**src/rtl/mux4_rr_arbiter.sv**
```systemverilog
// Round-robin arbiter sequencing a shared MUX4: drives SD2/SD1, inserts a
// one-cycle select-settle slot before each grant and caps tenure at HOLD_MAX.
module mux4_rr_arbiter #(
    parameter int unsigned HOLD_MAX = 16
) (
    input  logic       CK,
    input  logic       CD,
    input  logic [3:0] REQ,
    input  logic [3:0] DONE,
    output logic [3:0] GNT,
    output logic       SD1,
    output logic       SD2,
    output logic       BUSY
);
    localparam int unsigned N_REQ = 4;
    localparam int unsigned IDX_W = 2;
    localparam int unsigned CNT_W = 8;

    typedef enum logic [1:0] {
        IDLE  = 2'd0,
        SETUP = 2'd1,
        OWN   = 2'd2
    } state_e;

    state_e             state_q;
    logic [IDX_W-1:0]   owner_q;
    logic [IDX_W-1:0]   ptr_q;
    logic [CNT_W-1:0]   cnt_q;
    logic [N_REQ-1:0]   gnt_q;
    logic [IDX_W-1:0]   sel_q;
    logic               busy_q;

    logic [IDX_W-1:0]   base_c;
    logic [IDX_W-1:0]   cand_c;
    logic [IDX_W-1:0]   win_idx_c;
    logic               win_found_c;
    logic               release_c;

    // Winner search starts after the base; base itself is checked last.
    always_comb begin
        base_c      = (state_q == OWN) ? owner_q : ptr_q;
        win_found_c = 1'b0;
        win_idx_c   = base_c;
        cand_c      = base_c;
        for (int k = N_REQ; k >= 1; k--) begin
            cand_c = base_c + IDX_W'(k);
            if (REQ[cand_c]) begin
                win_found_c = 1'b1;
                win_idx_c   = cand_c;
            end
        end
        release_c = !REQ[owner_q] || DONE[owner_q] || (cnt_q == CNT_W'(HOLD_MAX));
    end

    always_ff @(posedge CK) begin
        if (CD) begin
            state_q <= IDLE;
            owner_q <= '0;
            ptr_q   <= IDX_W'(N_REQ - 1);
            cnt_q   <= '0;
            gnt_q   <= '0;
            sel_q   <= '0;
            busy_q  <= 1'b0;
        end else begin
            case (state_q)
                IDLE: begin
                    if (win_found_c) begin
                        owner_q <= win_idx_c;
                        sel_q   <= win_idx_c;
                        busy_q  <= 1'b1;
                        state_q <= SETUP;
                    end
                end
                SETUP: begin
                    if (REQ[owner_q]) begin
                        gnt_q   <= N_REQ'(1) << owner_q;
                        cnt_q   <= CNT_W'(1);
                        state_q <= OWN;
                    end else begin
                        busy_q  <= 1'b0;
                        state_q <= IDLE;
                    end
                end
                OWN: begin
                    if (release_c) begin
                        gnt_q <= '0;
                        ptr_q <= owner_q;
                        if (win_found_c) begin
                            owner_q <= win_idx_c;
                            sel_q   <= win_idx_c;
                            state_q <= SETUP;
                        end else begin
                            busy_q  <= 1'b0;
                            state_q <= IDLE;
                        end
                    end else begin
                        cnt_q <= cnt_q + CNT_W'(1);
                    end
                end
                default: begin
                    gnt_q   <= '0;
                    busy_q  <= 1'b0;
                    state_q <= IDLE;
                end
            endcase
        end
    end

    assign GNT  = gnt_q;
    assign SD1  = sel_q[0];
    assign SD2  = sel_q[1];
    assign BUSY = busy_q;

endmodule

```
**config.mk**
```make
export PLATFORM = sky130hd
export DESIGN_NAME = mux4_rr_arbiter
export DESIGN_NICKNAME = d
export VERILOG_FILES = /design/src/rtl/mux4_rr_arbiter.sv
export SDC_FILE = /design/constraint.sdc
export NUM_CORES = 1
export LEC_CHECK = 0
export ABC_CLOCK_PERIOD_IN_PS = 2400
export CORE_MARGIN = 2
export CORE_UTILIZATION = 54
export CTS_BUF_LIST = sky130_fd_sc_hd__clkbuf_4 sky130_fd_sc_hd__clkbuf_8
export DETAILED_ROUTE_END_ITERATION = 10
export PLACE_DENSITY = 0.91
export SLEW_MARGIN = 40
export SYNTH_ARGS = -nofsm -noshare
export SYNTH_HDL_FRONTEND = slang
export SYNTH_SLANG_ARGS = --single-unit
```
**constraint.sdc**
```tcl
create_clock -name CK -period 2.4 [get_ports CK]
set_clock_uncertainty 0.2 [all_clocks]
set_input_delay 0.48 -clock CK [delete_from_list [all_inputs] [get_ports CK]]
set_output_delay 0.48 -clock CK [all_outputs]
set_load 0.05 [all_outputs]
```
==> results of run 1 <==
==> worst max-delay path by stage <==
| stage | slack (ns) | cells after the start | from | endpoint |
|---|---|---|---|---|
| 2_1_floorplan | 0.06 | 7 | sel_q[0]$_SDFFE_PP0P_ | cnt_q[7]$_SDFFE_PP0P_ |
| 3_3_place_gp | -0.05 | 6 | DONE[3] | cnt_q[6]$_SDFFE_PP0P_ |
| 3_5_place_dp | -0.11 | 6 | DONE[1] | cnt_q[7]$_SDFFE_PP0P_ |
| 4_1_cts | 0.1 | 1 | sel_q[1]$_SDFFE_PP0P_ | SD2 |
| 5_1_grt | 0.03 | 8 | cnt_q[0]$_SDFFE_PP0P_ | sel_q[0]$_SDFFE_PP0P_ |
| 6_report | 0.1 | 1 | sel_q[1]$_SDFFE_PP0P_ | SD2 |
==> routing by layer <==
metal / vias up / part of all wire, % / track usage, %
li1: 534 / - / -
met1: 519 / 42 / 25.2
met5: - / 0 / 0
met4: 0 / 1.5 / 11.9
met3: 5 / 3.8 / 4.32
met2: 35 / 53 / 45.0
==> cell usage in the layout, fill, tap and decap left out, types with 2 or more instances in the layout <==
| cell | n |
|---|---|
| a21oi_1 | 14 |
| or3_1 | 5 |
| mux2i_1 | 2 |
| nor2_1 | 10 |
| nand3_1 | 6 |
| a2bb2oi_1 | 2 |
| nor2b_1 | 6 |
| a21boi_0 | 2 |
| buf_4 | 17 |
| nor3b_1 | 2 |
| nand2_1 | 6 |
| nand4_1 | 6 |
| o21ai_0 | 7 |
| clkbuf_4 | 4 |
| mux4_2 | 2 |
| nor3_1 | 9 |
| clkdlybuf4s50_1 | 16 |
| inv_1 | 4 |
| a211oi_1 | 2 |
| ha_1 | 2 |
| dfxtp_1 | 17 |
| dfxtp_2 | 2 |
==> power breakdown <==
part           internal (mW)  total (mW)  leakage [nW]  switching [mW]
combinational          0.106       0.233         0.314           0.127
clock                 0.0762       0.180        0.0184           0.104
sequential             0.332       0.359         0.155          0.0273
==> flip-flops by register name, indices dropped and copies added, names as in the netlist <==
register	flops
cnt_q	8
GNT	4
state_q	2
BUSY	1
sel_q	2
ptr_q	2
==> stage by stage <==
stage	worst slack, ns	util, %
3_5_place_dp	-0.111	70.8
3_3_place_gp	-0.0453	70.8
5_1_grt	0.0265	72.4
2_1_floorplan	0.0598	-
4_1_cts	0.0971	72.4
6_report	0.0957	72.4
==> layout make-up <==
type	count	area share (%)
clock buffer	4	2.16
tap	27	2.43
inverter	4	1.08
sequential	19	27.5
timing repair buffer	33	20.7
multi-input combinational	98	46.1
==> cell families (layout without fill, tap and decap cells) <==
logic type	count (synthesis)	after routing	synth area share (%)
fa+ha+maj	3	3	3.26
compound gates	35	35	21.8
flops	19	19	35.4
buf+inv	10	41	4.89
simple gates	54	54	26.8
xor+xnor	1	1	0.815
mux	5	5	7.10
==> flow_summary.toml, run 1 <==
[global_routing]
grt_start_max_net_pins = 17
grt.total_usage_pct = 23.9
grt_antenna_before_repair = 0
grt_pass1_wl_mm = 4.47
gr-total-overflow = 0
grt_pass1_vias = 1081

[clock_tree]
cts_made_buffers = 3
cts_hold_buf = 0
clk_pin_slew_ns = 0.12
cts_root_buffer = "clkbuf_4"
cts_sinks = 19
clock_path_buffers = 2
cts_max_level = 1
cts_setup_buffers = 0
cts_repair_resize_count = 0
clk_latency_ns = 0.31
cts_tree = "built"

[outcome]
status = "finished, final reports clean"

[logic_synthesis]
synth_cell_types = 35
synth_area_leaders = "dfxtp_1, a21oi_1, nor3_1"
synth-seq-area-share_pct = 35.4
synth_nets = 139
ys_ff_latch = 19
netlist.area_leader.share_pct = 35.4
synth-main-ff-cell = "dfxtp_1"
async_flop_share_pct = 0
syn_area_um2 = 1070
synthTopCellsByCount = "dfxtp_1, a21oi_1, nor2_1"
yosys.area.top_type = "dfxtp_1"
ys_warn_count = 0
synth_enable_flop_cells = 0
avgSynthCellArea_um2 = 8.46
synth_cells = 127
yosysMostFrequentCell = "dfxtp_1"

[timing]
fin_crit_ns = 2.30
timing.hold.ws_ns = 0.317
hold_viol = 0
worstMarginPinSlew_ns = 0.496
finalMaxSlewViolations = 0
maxSlewHeadroom_pct = 66.8
max_freq_mhz = 434
fin_tns_setup_ns = 0
setup_viol_count_final = 0
rsz0062_at_grt = "no"
period_share_pct = 96.0

[place]
hpwlAfterDp_mm = 2.08
dpl_cell_area_um2 = 1360
gp_congestion = 0.864
dp_cells = 181
io_buffers = 16

[worst_setup_path]
worstPathArrival_ns = 1.62
rr_startpoint = "cnt_q[0]$_SDFFE_PP0P_"
criticalPathCategory = "reg2out"
crit_path_start_kind = "flop"
slowest_stage = "clkdlybuf4s50_1"
path_max_fanout = 11
r2r_setup_slack_ns = 0.15
crit_family = "buffers and inverters"
ff2ff_path_depth = 8
worst-path-buf-inv = 1
critPathCaptureType = "primary output"
r2r-end = "sel_q[1]$_SDFFE_PP0P_"
required_ns = 1.72
cpPeakStageDelay_ns = 0.85
cp_cell_sequence = "clkdlybuf4s50_1"

[power_and_ir_drop]
p_per_area_nw_per_um2 = 555
p_leak_nw = 0.488
power_mw = 0.772
peakVddDrop_mv = 0.366

[finish]
fin_cells = 185
fill_cells = 148
ff_latch_area_um2 = 383
syn_to_final_growth_pct = 29.5
fin_area_um2 = 1390
multi_input_area_um2 = 642
drive_above_1_share_pct = 19.0
insertedDiodeCount = 0
design.final.nets = 171

[routing]
wl_per_cell_um = 14.6
postRouteAntennaNets = 0
wl_mm = 2.69
drtPass1Iterations = 4
drtIter0Drc = 42
vias_per_cell = 5.91
post-route-drc-count = 0
vias = 1093

[floorplan]
die_h_um = 48.6
fp.coreArea_um2 = 1920
num_rows = 16
chipWidth_um = 48.6
io_pins = 17
start_util_pct = 55.9
die-area_um2 = 2360

[worst_hold_path]
hold_class = "reg2reg"
whs_path_depth = 2
holdPathEnd = "cnt_q[6]$_SDFFE_PP0P_"
worstHoldStart = "cnt_q[6]$_SDFFE_PP0P_"

[run]
cap_violations = 0
Note: power is estimated with default switching activity, not from simulation.
==> run 2, diff against run 1 <==
HOLD_SLACK_MARGIN = 0.03   (was default)
==> results of run 2 <==
No change in the layout: final DEF, timing and power equal those of run 1.
